--- src/rtl/mem_port_requester_pkg.sv ---
// mem_port_pkg: shared width helpers and RAM timing constants for the memory port requester
package mem_port_pkg;
  localparam int RD_LATENCY = 1;
  function automatic int strb_w(input int dw);
    return (dw + 7) / 8;
  endfunction
  function automatic int ptr_w(input int depth);
    return $clog2(depth);
  endfunction
endpackage

--- src/rtl/mem_port_requester_if.sv ---
// mem_port_requester_if: client request/response streams between a client and the memory port requester
interface mem_port_requester_if import mem_port_pkg::*; #(
  parameter int DW = 128,
  parameter int AW = 14
);
  localparam int SW = strb_w(DW);
  logic req_valid;
  logic req_ready;
  logic [SW-1:0] req_we;
  logic [AW-1:0] req_addr;
  logic [DW-1:0] req_wdata;
  logic rsp_valid;
  logic rsp_ready;
  logic [DW-1:0] rsp_rdata;
  modport master (
    output req_valid, req_we, req_addr, req_wdata, rsp_ready,
    input req_ready, rsp_valid, rsp_rdata
  );
  modport slave (
    input req_valid, req_we, req_addr, req_wdata, rsp_ready,
    output req_ready, rsp_valid, rsp_rdata
  );
endinterface

--- src/rtl/mem_port_requester_fifo.sv ---
// mem_rsp_fifo: synchronous response FIFO holding captured RAM read data until the client takes it
module mem_rsp_fifo import mem_port_pkg::*; #(
  parameter int DATAWIDTH = 128,
  parameter int DEPTH = 4
)(
  input  logic clk,
  input  logic reset,
  input  logic push,
  input  logic pop,
  input  logic [DATAWIDTH-1:0] din,
  output logic [DATAWIDTH-1:0] dout,
  output logic [ptr_w(DEPTH):0] occ,
  output logic empty
);
  localparam int PW = ptr_w(DEPTH);
  logic [DATAWIDTH-1:0] mem [DEPTH];
  logic [PW-1:0] wp, rp;
  logic do_pop;
  assign empty = occ == '0;
  assign do_pop = pop & !empty;
  assign dout = mem[rp];
  always_ff @(posedge clk)
    if (push) mem[wp] <= din;
  // DEPTH is a power of two, so pointers wrap naturally
  always_ff @(posedge clk or posedge reset)
    if (reset) begin
      wp <= '0;
      rp <= '0;
      occ <= '0;
    end else begin
      wp <= wp + PW'(push);
      rp <= rp + PW'(do_pop);
      occ <= occ + (PW+1)'(push) - (PW+1)'(do_pop);
    end
endmodule

--- src/rtl/mem_port_requester.sv ---
// mem_port_requester: credit-based initiator for one RAM port with buffered in-order read responses
module mem_port_requester import mem_port_pkg::*; #(
  parameter int MEM_DATAWIDTH = 128,
  parameter int MEM_ADDRWIDTH = 14,
  parameter int RSP_DEPTH = 4
)(
  input  logic clk,
  input  logic reset,
  mem_port_requester_if.slave cl,
  output logic mem_en,
  output logic [strb_w(MEM_DATAWIDTH)-1:0] mem_we,
  output logic [MEM_ADDRWIDTH-1:0] mem_addr,
  output logic [MEM_DATAWIDTH-1:0] mem_din,
  input  logic [MEM_DATAWIDTH-1:0] mem_dout,
  output logic [31:0] rd_cnt,
  output logic [31:0] wr_cnt
);
  localparam int PW = ptr_w(RSP_DEPTH);
  logic infl, empty, fire, rd_fire;
  logic [PW:0] occ;
  // a slot is reserved for every read still in the RAM pipeline
  assign cl.req_ready = !reset && (32'(occ) + 32'(infl) < RSP_DEPTH);
  assign fire = cl.req_valid & cl.req_ready;
  assign rd_fire = fire & ~|cl.req_we;
  assign mem_en = fire;
  assign mem_we = fire ? cl.req_we : '0;
  assign mem_addr = cl.req_addr;
  assign mem_din = cl.req_wdata;
  assign cl.rsp_valid = !empty;
  always_ff @(posedge clk or posedge reset)
    if (reset) begin
      infl <= 1'b0;
      rd_cnt <= '0;
      wr_cnt <= '0;
    end else begin
      infl <= rd_fire;
      rd_cnt <= rd_cnt + 32'(rd_fire);
      wr_cnt <= wr_cnt + 32'(fire & !rd_fire);
    end
  mem_rsp_fifo #(.DATAWIDTH(MEM_DATAWIDTH), .DEPTH(RSP_DEPTH)) u_fifo (
    .clk(clk),
    .reset(reset),
    .push(infl),
    .pop(cl.rsp_valid & cl.rsp_ready),
    .din(mem_dout),
    .dout(cl.rsp_rdata),
    .occ(occ),
    .empty(empty)
  );
endmodule
--- src/flat_wrapper.sv ---
// flat-port wrapper written by rule: the top's interface ports become plain ports
module mem_port_requester_flat import mem_port_pkg::*;
#(
  parameter int MEM_DATAWIDTH = 128,
  parameter int MEM_ADDRWIDTH = 14,
  parameter int RSP_DEPTH = 4
)
  (clk, reset, mem_en, mem_we, mem_addr, mem_din, mem_dout, rd_cnt, wr_cnt, cl_req_valid, cl_req_we, cl_req_addr, cl_req_wdata, cl_rsp_ready, cl_req_ready, cl_rsp_valid, cl_rsp_rdata);
  mem_port_requester_if cl_i ();
  input  logic clk;
  input  logic reset;
  output logic mem_en;
  output logic [strb_w(MEM_DATAWIDTH)-1:0] mem_we;
  output logic [MEM_ADDRWIDTH-1:0] mem_addr;
  output logic [MEM_DATAWIDTH-1:0] mem_din;
  input  logic [MEM_DATAWIDTH-1:0] mem_dout;
  output logic [31:0] rd_cnt;
  output logic [31:0] wr_cnt;
  input wire logic [$bits(cl_i.req_valid)-1:0] cl_req_valid;
  input wire logic [$bits(cl_i.req_we)-1:0] cl_req_we;
  input wire logic [$bits(cl_i.req_addr)-1:0] cl_req_addr;
  input wire logic [$bits(cl_i.req_wdata)-1:0] cl_req_wdata;
  input wire logic [$bits(cl_i.rsp_ready)-1:0] cl_rsp_ready;
  output wire logic [$bits(cl_i.req_ready)-1:0] cl_req_ready;
  output wire logic [$bits(cl_i.rsp_valid)-1:0] cl_rsp_valid;
  output wire logic [$bits(cl_i.rsp_rdata)-1:0] cl_rsp_rdata;
  assign cl_i.req_valid = cl_req_valid;
  assign cl_i.req_we = cl_req_we;
  assign cl_i.req_addr = cl_req_addr;
  assign cl_i.req_wdata = cl_req_wdata;
  assign cl_i.rsp_ready = cl_rsp_ready;
  assign cl_req_ready = cl_i.req_ready;
  assign cl_rsp_valid = cl_i.rsp_valid;
  assign cl_rsp_rdata = cl_i.rsp_rdata;
  mem_port_requester #(.MEM_DATAWIDTH(MEM_DATAWIDTH), .MEM_ADDRWIDTH(MEM_ADDRWIDTH), .RSP_DEPTH(RSP_DEPTH)) u_core (.clk(clk), .reset(reset), .cl(cl_i), .mem_en(mem_en), .mem_we(mem_we), .mem_addr(mem_addr), .mem_din(mem_din), .mem_dout(mem_dout), .rd_cnt(rd_cnt), .wr_cnt(wr_cnt));
endmodule
--- config.mk ---
export PLATFORM = sky130hd
export DESIGN_NAME = mem_port_requester_flat
export DESIGN_NICKNAME = d
export VERILOG_FILES = /design/src/rtl/mem_port_requester_pkg.sv /design/src/rtl/mem_port_requester_if.sv /design/src/rtl/mem_port_requester_fifo.sv /design/src/rtl/mem_port_requester.sv /design/src/flat_wrapper.sv
export SDC_FILE = /design/constraint.sdc
export NUM_CORES = 1
export LEC_CHECK = 0
export ABC_AREA = 1
export CAP_MARGIN = 25
export CORE_AREA = 2 2 252 254
export CTS_CLUSTER_DIAMETER = 50
export DETAILED_ROUTE_END_ITERATION = 10
export DIE_AREA = 0 0 254 256
export PLACE_DENSITY_LB_ADDON = 0.08
export REMOVE_ABC_BUFFERS = 1
export SLEW_MARGIN = 20
export SYNTH_ARGS = -nofsm -noshare
export SYNTH_HDL_FRONTEND = slang
export SYNTH_SLANG_ARGS = --single-unit
--- constraint.sdc ---
create_clock -name clk -period 9.7 [get_ports clk]
set_clock_uncertainty 0.15 [all_clocks]
set_input_delay 0.97 -clock clk [delete_from_list [all_inputs] [get_ports clk]]
set_output_delay 0.97 -clock clk [all_outputs]
set_load 0.01 [all_outputs]
# Word-level counts from Yosys, hierarchy flattened
# Memories as Yosys holds them, arrays and structs flattened.
# Cells that the tools add are included.
totals:
  register_bits: 72
  ramBits: 512
  inputBits: 290
  out_inout_bits: 353
  word_cells: 30
  n_memories: 1
mem_list:
  columns: ["memory", "words", "word_bits", "read_ports", "rd_ports_with_merged_regs", "write_ports", "line", "rtl"]
  rows:
  - ["u_core.u_fifo.mem", 4, 128, 1, 0, 1, "mem_port_requester_fifo.sv:16", "logic [DATAWIDTH-1:0] mem [DEPTH];"]
op_classes:
  n_addsub: 7
  magnitude_cmp: 1
  mux: 3
  n_bitwise: 5
  reduce_logical: 7
op_table:
  columns: ["op", "n"]
  rows:
  - ["32-bit by 1-bit adder with 32-bit output", 1]
  - ["32-bit adder", 1]
  - ["32-bit by 3-bit < comparator with 1-bit output (second input constant)", 1]
  - ["16-bit two-way mux", 1]
  - ["16-bit OR reduction", 1]
  - ["1-bit bitwise AND", 5]
  - ["2-bit by 1-bit adder with 2-bit output", 2]
  - ["3-bit by 1-bit adder with 4-bit output", 1]
  - ["1-bit zero test", 4]
  - ["3-bit by 1-bit adder with 3-bit output", 1]
  - ["3-bit zero test", 1]
  - ["3-bit by 1-bit subtractor with 3-bit output", 1]
  - ["1-bit two-way mux", 2]
  - ["1-bit logical AND", 1]

# Depth between registers and ports, before layout
# Gate-level depths: netlist of run 1.
logic_depth:
  depth_word: 8
  mapped_depth: 15

# Modules after synthesis
# A second synthesis of run 1 with hierarchy kept.
unflattened:
  hier_cells: 2065
  area_unflattened_um2: 24487.2
modules_own_cells:
  columns: ["module", "n_inst", "cells_per_inst", "area_each_um2", "seq_area_each_um2"]
  rows:
  - ["mem_rsp_fifo", 1, 1408, 19625.1, 15549.9]
  - ["mem_port_requester", 1, 657, 4862.2, 1626.6]

# Worst setup path after synthesis of run 1
# OpenSTA, ideal clock, no wires.
synth_path:
  path_type: "register -> register"
  start: "reg u_core.infl"
  end: "mem u_core.u_fifo.mem[1][0] (enable)"
  setup_time_ps: 773
  arrival_time_ps: 9130
  required_ps: 8777
  path_slack_ps: -353
  path_stages_with_launch: 3
  n_path_buf: 0
  cell_sequence: "dfrtp_1 > inv_1 > nor3_1"
synth_via:
  elab_chain_cells: 2
synth_rtl:
  columns: ["element", "line", "rtl"]
  rows:
  - ["start: declaration", "mem_port_requester.sv:19", "logic infl, empty, fire, rd_fire;"]
  - ["start signal: assignment", "mem_port_requester.sv:36", "infl <= rd_fire;"]
  - ["1-bit two-way mux", "mem_port_requester_fifo.sv:23", "if (push) mem[wp] <= din;"]
  - ["1-bit two-way mux (implied by the code)", "mem_port_requester_fifo.sv:23", null]
  - ["end: declaration", "mem_port_requester_fifo.sv:16", null]
# Every way passes these cells.

# Worst setup path in the final report of run 1
layout_path:
  start: "reg u_core.u_fifo.rp[0]"
  end: "out cl_rsp_rdata[88]"
layout_via:
  elab_chain_cells: 1
layout_rtl:
  columns: ["element", "line", "rtl"]
  rows:
  - ["start: declaration", "mem_port_requester_fifo.sv:17", "logic [PW-1:0] wp, rp;"]
  - ["start signal: assignment", "mem_port_requester_fifo.sv:32", "rp <= rp + PW'(do_pop);"]
  - ["memory read 4 x 128 bit", null, null]
  - ["end: declaration", "flat_wrapper.sv:26", "output wire logic [$bits(cl_i.rsp_rdata)-1:0] cl_rsp_rdata;"]
# Every way passes these cells.

==> results.ini, run 1 <==
[status]
status=finished, final reports clean

[synth]
synth_top_area_share_pct=63.9
yosys-mux-area-fraction_pct=0
synth.ff_latch_count=584
synth_xor_area_share_pct=1.20
ys.warnings.count=0
synth_cell_types=28
synth-edff-count=512
synth_area_leader_cell=edfxtp_1
synth_common_cells=edfxtp_1 (512), nor2_1 (361), nand2_1 (199)
synth-seq-area-share_pct=71.3
synth_simple_gate_area_share_pct=10.5
avgSynthCellArea_um2=12.4
synth_top_family_by_area=simple AND/OR/NAND/NOR gates
synthTopCellsByArea=edfxtp_1 (64%), dfrtp_1 (7.5%), nor2_1 (5.6%), buf_4 (4.5%), nand2_1 (3.1%)
synth_fa_ha_area_share_pct=0.551
synth.most_common_cell=edfxtp_1
synth_area_um2=24100
synthArstFlopShare_pct=12.3
synth_flop_cell=edfxtp_1
synthCells=1935
synth-compound-area-share_pct=9.05

[routing]
final_antenna_net_count=0
viasPerCell=5.19
route.detailed.wl_per_inst_um=29.5
wl_met2_um=37200
route.met3.wl_um=19200
highest-signal-layer=met5
drc_errors=0
routed_wl_um=90600
drtPass1Iterations=5
vias=15900
drtIter0Drc=1325
wl_met1_um=30000

[floorplanning]
design.die.area_um2=65000
num_rows=92
die_y_um=256
die_x_um=254
initial_core_util_pct=38.6
coreArea_um2=62400
pin_count=643

[timing]
drv_slew=0
fin_crit_ns=5.10
rsz0062_at_grt=false
relSlewSlack_pct=33.6
worstMarginPinSlew_ns=0.995
holdWs_ns=0.349
timing.final.crit_share_pct=52.5
fin_ws_ns=4.60
final-hold-violation-count=0
fmax_mhz=196
setup_viol=0

[cts]
cts.sinks=584
clock_path_buffers=3
postCtsHoldBufs=0
h-tree-depth=3
post_cts_buffers=0
clk_pin_slew_ns=0.05
postCtsResizedCells=0
cts.root.buffer_cell=clkbuf_16
cts_inserted_buffers=72
clk-insertion-delay-late_ns=0.59
cts_tree=yes

[global_route]
groute.usage.overall_pct=27.3
grt_max_degree=168
antenna_found_initial=21
grt_overflow=0
grt_pass1_vias=14900
grt_pass1_wl_um=122000

[worst_hold_path]
hold_end=u_core.wr_cnt[31]
worstHoldPathType=register to register
min_from=u_core.wr_cnt[31]
holdPathStages=2

[power]
clkPwrFrac_pct=31.7
swShare_pct=32.2
power.switching_mw=2.53
p_int_mw=5.32
power_density_nw_per_um2=264
power_frac_comb_pct=31.8
seq_power_share_pct=36.5
power.leakage_nw=10.1
design_power_total_mw=7.85
max-vdd-ir-drop_mv=0.155

[critical_path]
crit_arrival_ns=3.98
critPathKind=register to primary output
r2r_end=u_core.rd_cnt[18]
r2r_setup_slack_ns=6.76
reg2reg_depth=13
r2r-start=u_core.u_fifo.occ[1]
critPathLaunchType=register
cp-end-kind=primary output
worstPathRequired_ns=8.58
path_max_fanout=122

[layout]
drive_above_1_share_pct=7.15
syn_to_final_growth_pct=23.5
nets=2457
multiInputGateArea_um2=5140
instances_no_fill=3068
regArea_um2=17200
fillCellCount=5645

[place]
dp_cells=2924
dp_hpwl_um=60300
io_buffers=358
gp_congestion=0.923
pre_cts_ws_ns=4.67

[run]
cap_viol_max_count=0

[metrics by stage]
stage / setup TNS, ns / util (%) / instance area, µm²
after CTS: 0 / 47.4 / 29600
after global routing: 0 / 47.6 / 29700
after floorplan: -172.10 / - / 22600
final: 0 / 47.6 / 29700
after detailed placement: 0 / 43.9 / 27400
after global placement: 0 / 43.9 / 27400
[area by class of cell]
type,instances,area share (%)
repair buffers,375,12.9
inverters,71,0.930
clock inverters,36,0.935
flip-flops and latches,584,57.8
multi-input cells,1053,17.3
well taps,846,3.56
diodes,13,0.109
clock buffers,90,6.43
[worst max-delay path by stage]
stage,depth (start not counted),end,start,slack [ns]
global route,7,cl_rsp_rdata[9],u_core.u_fifo.rp[0],4.41
detailed placement,6,mem_we[8],reset,4.67
CTS,5,cl_rsp_rdata[4],u_core.u_fifo.rp[0],4.28
finish,7,cl_rsp_rdata[88],u_core.u_fifo.rp[0],4.60
global placement,6,mem_we[8],reset,4.66
floorplan,2,u_core.u_fifo.mem[1][0],u_core.infl,-0.35
[power by group through the flow]
stage                     clock (mW)  combinational (mW)  sequential (mW)
after floorplan                    0                1.10             2.95
after global placement             0                2.46             2.92
after detailed placement           0                2.48             2.92
after CTS                       2.54                2.49             2.87
after global routing            2.63                2.70             2.87
final                           2.49                2.50             2.87
[cells by family after synthesis]
group / after synthesis
AO/OA/AOI/OAI: 389
XOR/XNOR: 33
adder cells (fa/ha/maj): 10
buffers and inverters: 298
flip-flops: 584
AND/OR/NAND/NOR: 621
[critical path, cell delays in order, from the launching register on]
cell and delay, ns:
dfrtp_4 0.75, inv_8 0.35, buf_16 0.43, buf_4 0.43, buf_16 0.30, o21ai_1 0.09
o22ai_1 0.24, clkdlybuf4s50_1 0.59
[flip-flops by register name (all words and copies together), names as in the netlist]
signal / flops
u_core.u_fifo.rp: 2
u_core.wr_cnt: 32
u_core.u_fifo.wp: 2
u_core.infl: 1
u_core.u_fifo.mem: 512
u_core.u_fifo.occ: 3
u_core.rd_cnt: 32
[layout by cell type (no fill, tap or decap), types with 3 or more instances in the layout]
master	synthesis	final
clkinv_2	0	9
nand2_2	4	4
nand4_1	3	3
o22ai_2	10	10
xnor2_1	11	11
nor2_4	8	8
clkdlybuf4s50_1	0	358
clkinv_4	0	3
clkbuf_1	37	15
nand3_1	18	18
ha_1	9	9
edfxtp_1	512	512
nor3_2	0	4
nor2_2	7	7
inv_1	69	67
o21ai_0	138	138
clkinv_1	0	12
buf_12	0	4
buf_4	143	9
inv_6	0	7
buf_16	0	4
o22ai_1	118	118
diode_2	0	13
nand3b_1	15	15
dfrtp_1	72	70
xor2_1	22	22
nand2_1	199	199
o21ai_1	120	120
clkbuf_16	0	73
nor2_1	361	361
[metal layers]
| layer | GRT usage (%) | up-vias |
|---|---|---|
| met5 | 13.1 | - |
| met4 | 9.05 | 38 |
| met3 | 27.8 | 161 |
| met2 | 37.8 | 911 |
| met1 | 26.5 | 7634 |
| li1 | - | 7182 |
Note: power is estimated with default switching activity, not from simulation.
==> run 2: changes to the inputs <==
--- a/config.mk
+++ b/config.mk
@@ -7,10 +7,10 @@
 export LEC_CHECK = 0
 export ABC_AREA = 1
 export CAP_MARGIN = 25
-export CORE_AREA = 2 2 252 254
+export CORE_AREA = 2 2 253 255
 export CTS_CLUSTER_DIAMETER = 50
 export DETAILED_ROUTE_END_ITERATION = 10
-export DIE_AREA = 0 0 254 256
+export DIE_AREA = 0 0 255 257
 export PLACE_DENSITY_LB_ADDON = 0.08
 export REMOVE_ABC_BUFFERS = 1
 export SLEW_MARGIN = 20
==> constraint.sdc (replaced) <==
create_clock -name clk -period 5.2 [get_ports clk]
set_clock_uncertainty 0.15 [all_clocks]
set_input_delay 0.52 -clock clk [delete_from_list [all_inputs] [get_ports clk]]
set_output_delay 0.52 -clock clk [all_outputs]
set_load 0.01 [all_outputs]
==> run 2 against run 1 <==
Sequential power increased by 82%; via count increased by 0.45%; critical path depth decreased by 2; first-iteration DRC count decreased by 13%; sequential share of layout area decreased by 0.21 points; power increased by 89%; register-to-register slack got worse by 4.7 ns; global-route usage increased by 0.18 points; die area increased by 0.79%; core utilization decreased by 0.089 points; highest routed layer unchanged.
==> results.ini, run 2 (same netlist as run 1, synthesis figures left out) <==
[status]
status=finished, final reports clean

[layout]
reg.largest.list=u_core.u_fifo.mem: 512 flops, u_core.rd_cnt: 32 flops, u_core.wr_cnt: 32 flops
mostFrequentLayoutCells=edfxtp_1 (512), nor2_1 (361), clkdlybuf4s50_1 (358), nand2_1 (199), o21ai_0 (138)
utilization_pct=47.6  ; -0.089 points
syn_to_final_growth_pct=23.9
drive_above_1_share_pct=7.47  ; +0.32 points
largest_reg_flops=512  ; unchanged
largest-register=u_core.u_fifo.mem
final_common_cell=edfxtp_1
nets=2457  ; unchanged

[floorplanning]
design.die.area_um2=65500  ; +0.79%
die_x_um=255  ; +0.39%
initial_core_util_pct=38.4  ; -0.21 points
die_y_um=257  ; +0.39%
pin_count=643  ; unchanged
coreArea_um2=62700  ; +0.55%
num_rows=92  ; unchanged

[global_route]
grt_max_degree=132  ; -21%
grt_pass1_wl_um=122000  ; +0.35%
grt_overflow=0  ; unchanged
antenna_found_initial=20  ; -4.8%
groute.usage.overall_pct=27.5  ; +0.18 points
grt_pass1_vias=14900  ; -0.087%

[critical_path]
cp-end-kind=primary output
worstPathRequired_ns=4.53  ; -4.05 ns
critPathLaunchType=register
path_max_fanout=116  ; -4.9%
critPathKind=register to primary output
crit_arrival_ns=3.37  ; -0.61 ns

[power]
max-vdd-ir-drop_mv=0.299  ; +93%
power_density_nw_per_um2=498  ; +88%
power.leakage_nw=10.2  ; +0.46%
design_power_total_mw=14.9  ; +89%

[routing]
viasPerCell=5.22  ; +0.62%
route.detailed.wl_per_inst_um=29.9  ; +1.4%
drtPass1Iterations=7  ; +2
vias=16000  ; +0.45%
final_antenna_net_count=0  ; unchanged
drtIter0Drc=1159  ; -13%
drc_errors=0  ; unchanged
routed_wl_um=91700  ; +1.2%

[cts]
postCtsResizedCells=0  ; unchanged
h-tree-depth=3  ; unchanged
cts_tree=yes
post_cts_buffers=0  ; unchanged
cts_inserted_buffers=71  ; -1.4%
cts.root.buffer_cell=clkbuf_16
postCtsHoldBufs=0  ; unchanged
clock_path_buffers=3  ; unchanged
cts.sinks=584  ; unchanged
clk_pin_slew_ns=0.06  ; about the same
clk-insertion-delay-late_ns=0.60  ; about the same

[timing]
rsz0062_at_grt=false
drv_slew=0  ; unchanged
fin_ws_ns=1.16  ; -3.44 ns
setup_viol=0  ; unchanged
fmax_mhz=248
timing.final.crit_share_pct=77.7
fin_crit_ns=4.04
tns_ns=0  ; unchanged
relSlewSlack_pct=34.4  ; +0.72 points
holdWs_ns=0.209  ; -0.140 ns
worstMarginPinSlew_ns=0.985  ; -0.0107 ns
final-hold-violation-count=0  ; unchanged

[place]
dp_hpwl_um=62100  ; +2.9%
gp_congestion=0.902  ; -2.3%
pre_cts_ws_ns=1.79  ; -2.88 ns
io_buffers=358  ; unchanged

[worst_hold_path]
worstHoldPathType=input port to asynchronous set/reset pin

[run]
cap_viol_max_count=0  ; unchanged

[run 2: path summary, 6_finish.rpt]
path	start	end	slack, ns	cells past startpoint
min in group clk	u_core.rd_cnt[0]	u_core.rd_cnt[0]	0.35	1
max in group asynchronous	reset	u_core.u_fifo.rp[0]	4.10	4
setup / recovery	u_core.u_fifo.rp[0]	cl_rsp_rdata[14]	1.16	5
hold reg to reg	u_core.rd_cnt[0]	u_core.rd_cnt[0]	0.35	1
setup reg to reg	u_core.u_fifo.occ[1]	u_core.rd_cnt[18]	2.06	13
hold / removal	reset	u_core.wr_cnt[7]	0.21	3
[run 2: per-stage QoR]
step                      cells  cell area [µm²]
after CTS                  3053            29800
after global placement     2929            27500
after detailed placement   2929            27500
final                      3063            29800
after global routing       3057            29800
after floorplan            1708            22600
[run 2: power by group]
group	switching [mW]	leakage (nW)	internal [mW]
Sequential	0.0877	5.59	5.14
Combinational	2.70	3.47	2.05
Clock	1.98	1.12	2.90
[run 2: worst max-delay path, stage by stage, from the launching register on]
cell	delay [ns]
dfrtp_4	0.66
inv_8	0.63
buf_4	0.46
o21ai_0	0.13
o22ai_1	0.21
clkdlybuf4s50_1	0.58
[run 2: metal layers]
metal	GRT usage (%)	vias to the layer above	wire, µm
met1	26.6	7619	30000
met3	29.0	163	20400
met5	13.9	-	1410
li1	-	7182	-
met2	37.8	990	37400
met4	7.80	44	2620
[run 2: area by class of cell]
type / instances / area, µm²
inverter: 71 / 277
antenna: 9 / 22.5
clock inverter: 42 / 462
multi-input combinational: 1053 / 5140
tap: 846 / 1060
clock buffer: 82 / 1860
timing repair buffer: 376 / 3830
fill: 5575 / 32900
sequential: 584 / 17200
==> run 3: changes to the inputs <==
==> constraint.sdc (replaced) <==
create_clock -name clk -period 3.9 [get_ports clk]
set_clock_uncertainty 0.15 [all_clocks]
set_input_delay 0.39 -clock clk [delete_from_list [all_inputs] [get_ports clk]]
set_output_delay 0.39 -clock clk [all_outputs]
set_load 0.01 [all_outputs]
==> run 3 against run 2 <==
Via count up 0.84%; combinational power up 36%; wire length down 1.2%; flip-flop and latch count unchanged; sequential power up 33%; critical path type unchanged; largest cell class unchanged; largest power group unchanged.
==> results.ini, run 3 (same netlist as run 1, synthesis figures left out) <==
[place]
dp_cells=2935  ; +0.20%
io_buffers=358  ; unchanged
dp_hpwl_um=62700  ; +0.95%
pre_cts_ws_ns=0.862  ; -0.931 ns
gp_congestion=0.944  ; +4.7%
dpl-instance-area_um2=27600  ; +0.39%

[floorplanning]
die_y_um=257  ; unchanged
num_rows=92  ; unchanged
pin_count=643  ; unchanged
die_x_um=255  ; unchanged
initial_core_util_pct=38.4  ; unchanged
design.die.area_um2=65500  ; unchanged
coreArea_um2=62700  ; unchanged

[timing]
holdWs_ns=0.0971  ; -0.112 ns
drv_slew=0  ; unchanged
worstMarginPinSlew_ns=0.977  ; -0.00759 ns
timing.final.crit_share_pct=87.8
relSlewSlack_pct=34.9  ; +0.51 points
fin_crit_ns=3.42
final-hold-violation-count=0  ; unchanged
setup_viol=0  ; unchanged
fin_ws_ns=0.477  ; -0.685 ns
rsz0062_at_grt=false
tns_ns=0  ; unchanged
fmax_mhz=292

[critical_path]
crit_arrival_ns=2.88  ; -0.49 ns
crit_path_max_incr_delay_ns=0.61  ; -0.05 ns
critPathLaunchType=register
worstPathRequired_ns=3.36  ; -1.17 ns
worstPathCellList=inv_4 -> buf_4 -> o21ai_1 -> o22ai_1 -> clkdlybuf4s50_1
critPathKind=register to primary output
path_max_fanout=38  ; -67%
slowest_stage=clkdlybuf4s50_1
cp-end-kind=primary output

[global_route]
grt_overflow=0  ; unchanged
groute.usage.overall_pct=27.2  ; -0.25 points
grt_pass1_wl_um=122000  ; about the same
grt_max_degree=155  ; +17%
antenna_found_initial=19  ; -5.0%
grt_pass1_vias=15100  ; +1.5%

[cts]
post_cts_buffers=0  ; unchanged
clock_path_buffers=3  ; unchanged
cts.root.buffer_cell=clkbuf_16
cts.sinks=584  ; unchanged
h-tree-depth=3  ; unchanged
postCtsResizedCells=0  ; unchanged
cts_tree=yes
cts_inserted_buffers=71  ; unchanged
postCtsHoldBufs=0  ; unchanged
clk-insertion-delay-late_ns=0.61  ; about the same
clk_pin_slew_ns=0.06  ; about the same

[layout]
drive_above_1_share_pct=7.67  ; +0.20 points
largest_reg_flops=512  ; unchanged
largest-register=u_core.u_fifo.mem
final_common_cell=edfxtp_1
reg.largest.list=u_core.u_fifo.mem: 512 flops, u_core.rd_cnt: 32 flops, u_core.wr_cnt: 32 flops
multiInputGateArea_um2=5140  ; unchanged
design_area_um2=29900  ; +0.26%
syn_to_final_growth_pct=24.2
nets=2463  ; +0.24%
utilization_pct=47.7  ; +0.12 points
mostFrequentLayoutCells=edfxtp_1 (512), nor2_1 (361), clkdlybuf4s50_1 (358), nand2_1 (199), o21ai_0 (138)
regArea_um2=17200  ; unchanged
fillCellCount=5545  ; -0.54%
instances_no_fill=3071  ; +0.26%

[power]
power_density_nw_per_um2=665  ; +34%
power.leakage_nw=10.2  ; +0.51%
design_power_total_mw=19.9  ; +34%
max-vdd-ir-drop_mv=0.510  ; +70%

[routing]
drc_errors=0  ; unchanged
final_antenna_net_count=0  ; unchanged
wl_met1_um=32300  ; +7.8%
route.detailed.wl_per_inst_um=29.5  ; -1.5%
vias=16100  ; +0.84%
highest-signal-layer=met5
wl_met2_um=36100  ; -3.3%
drtIter0Drc=1383  ; +19%
drtPass1Iterations=5  ; -2
viasPerCell=5.25  ; +0.57%
route.met3.wl_um=18400  ; -9.9%
routed_wl_um=90600  ; -1.2%

[run]
cap_viol_max_count=0  ; unchanged

[status]
status=finished, final reports clean

[worst_hold_path]
worstHoldPathType=input port to asynchronous set/reset pin

run 3: changes by cell type in the layout (fill, tap and decap cells not counted), sizes merged:
cell and change:
clkinv +4, diode -1, inv +2, clkinvlp -2, buf +6, clkbuf -1
run 3: report_power, final:
| group | total [mW] | switching (mW) | leakage (nW) | internal [mW] |
|---|---|---|---|---|
| Sequential | 6.93 | 0.0676 | 5.59 | 6.86 |
| Clock | 6.48 | 2.61 | 1.13 | 3.87 |
| Combinational | 6.48 | 3.68 | 3.52 | 2.80 |
| Total | 19.9 | 6.36 | 10.2 | 13.5 |
run 3: worst paths after layout:
| kind | from | end | slack, ns | depth (start not counted) |
|---|---|---|---|---|
| min | reset | u_core.wr_cnt[4] | 0.1 | 3 |
| max | u_core.u_fifo.rp[1] | cl_rsp_rdata[126] | 0.48 | 5 |
| max reg2reg | u_core.u_fifo.occ[1] | u_core.rd_cnt[18] | 0.95 | 13 |
| max in group asynchronous | reset | u_core.u_fifo.rp[0] | 2.90 | 4 |
| min in group clk | mem_dout[66] | u_core.u_fifo.mem[3][66] | 0.26 | 1 |
| min reg2reg | u_core.rd_cnt[31] | u_core.rd_cnt[31] | 0.34 | 2 |
run 3: critical path: cells and delay by family, from the launching register on:
| kind | cells | cell delay [ns] |
|---|---|---|
| flip-flops | 1 | 0.50 |
| AO/OA/AOI/OAI | 2 | 0.36 |
| buffers and inverters | 3 | 1.42 |
run 3: per-layer routing:
layer / track usage (%) / vias to the layer above
li1: - / 7193
met1: 29.4 / 7782
met2: 36.3 / 954
met3: 26.2 / 151
met4: 7.76 / 52
met5: 11.7 / -
run 3: cell type report:
| cell class | count | share of cell area [%] |
|---|---|---|
| clock inverter | 46 | 1.39 |
| antenna | 8 | 0.0669 |
| clock buffer | 81 | 6.28 |
| tap | 846 | 3.54 |
| timing repair buffer | 382 | 13.2 |
| sequential | 584 | 57.5 |
| multi-input combinational | 1053 | 17.2 |
| inverter | 71 | 0.925 |
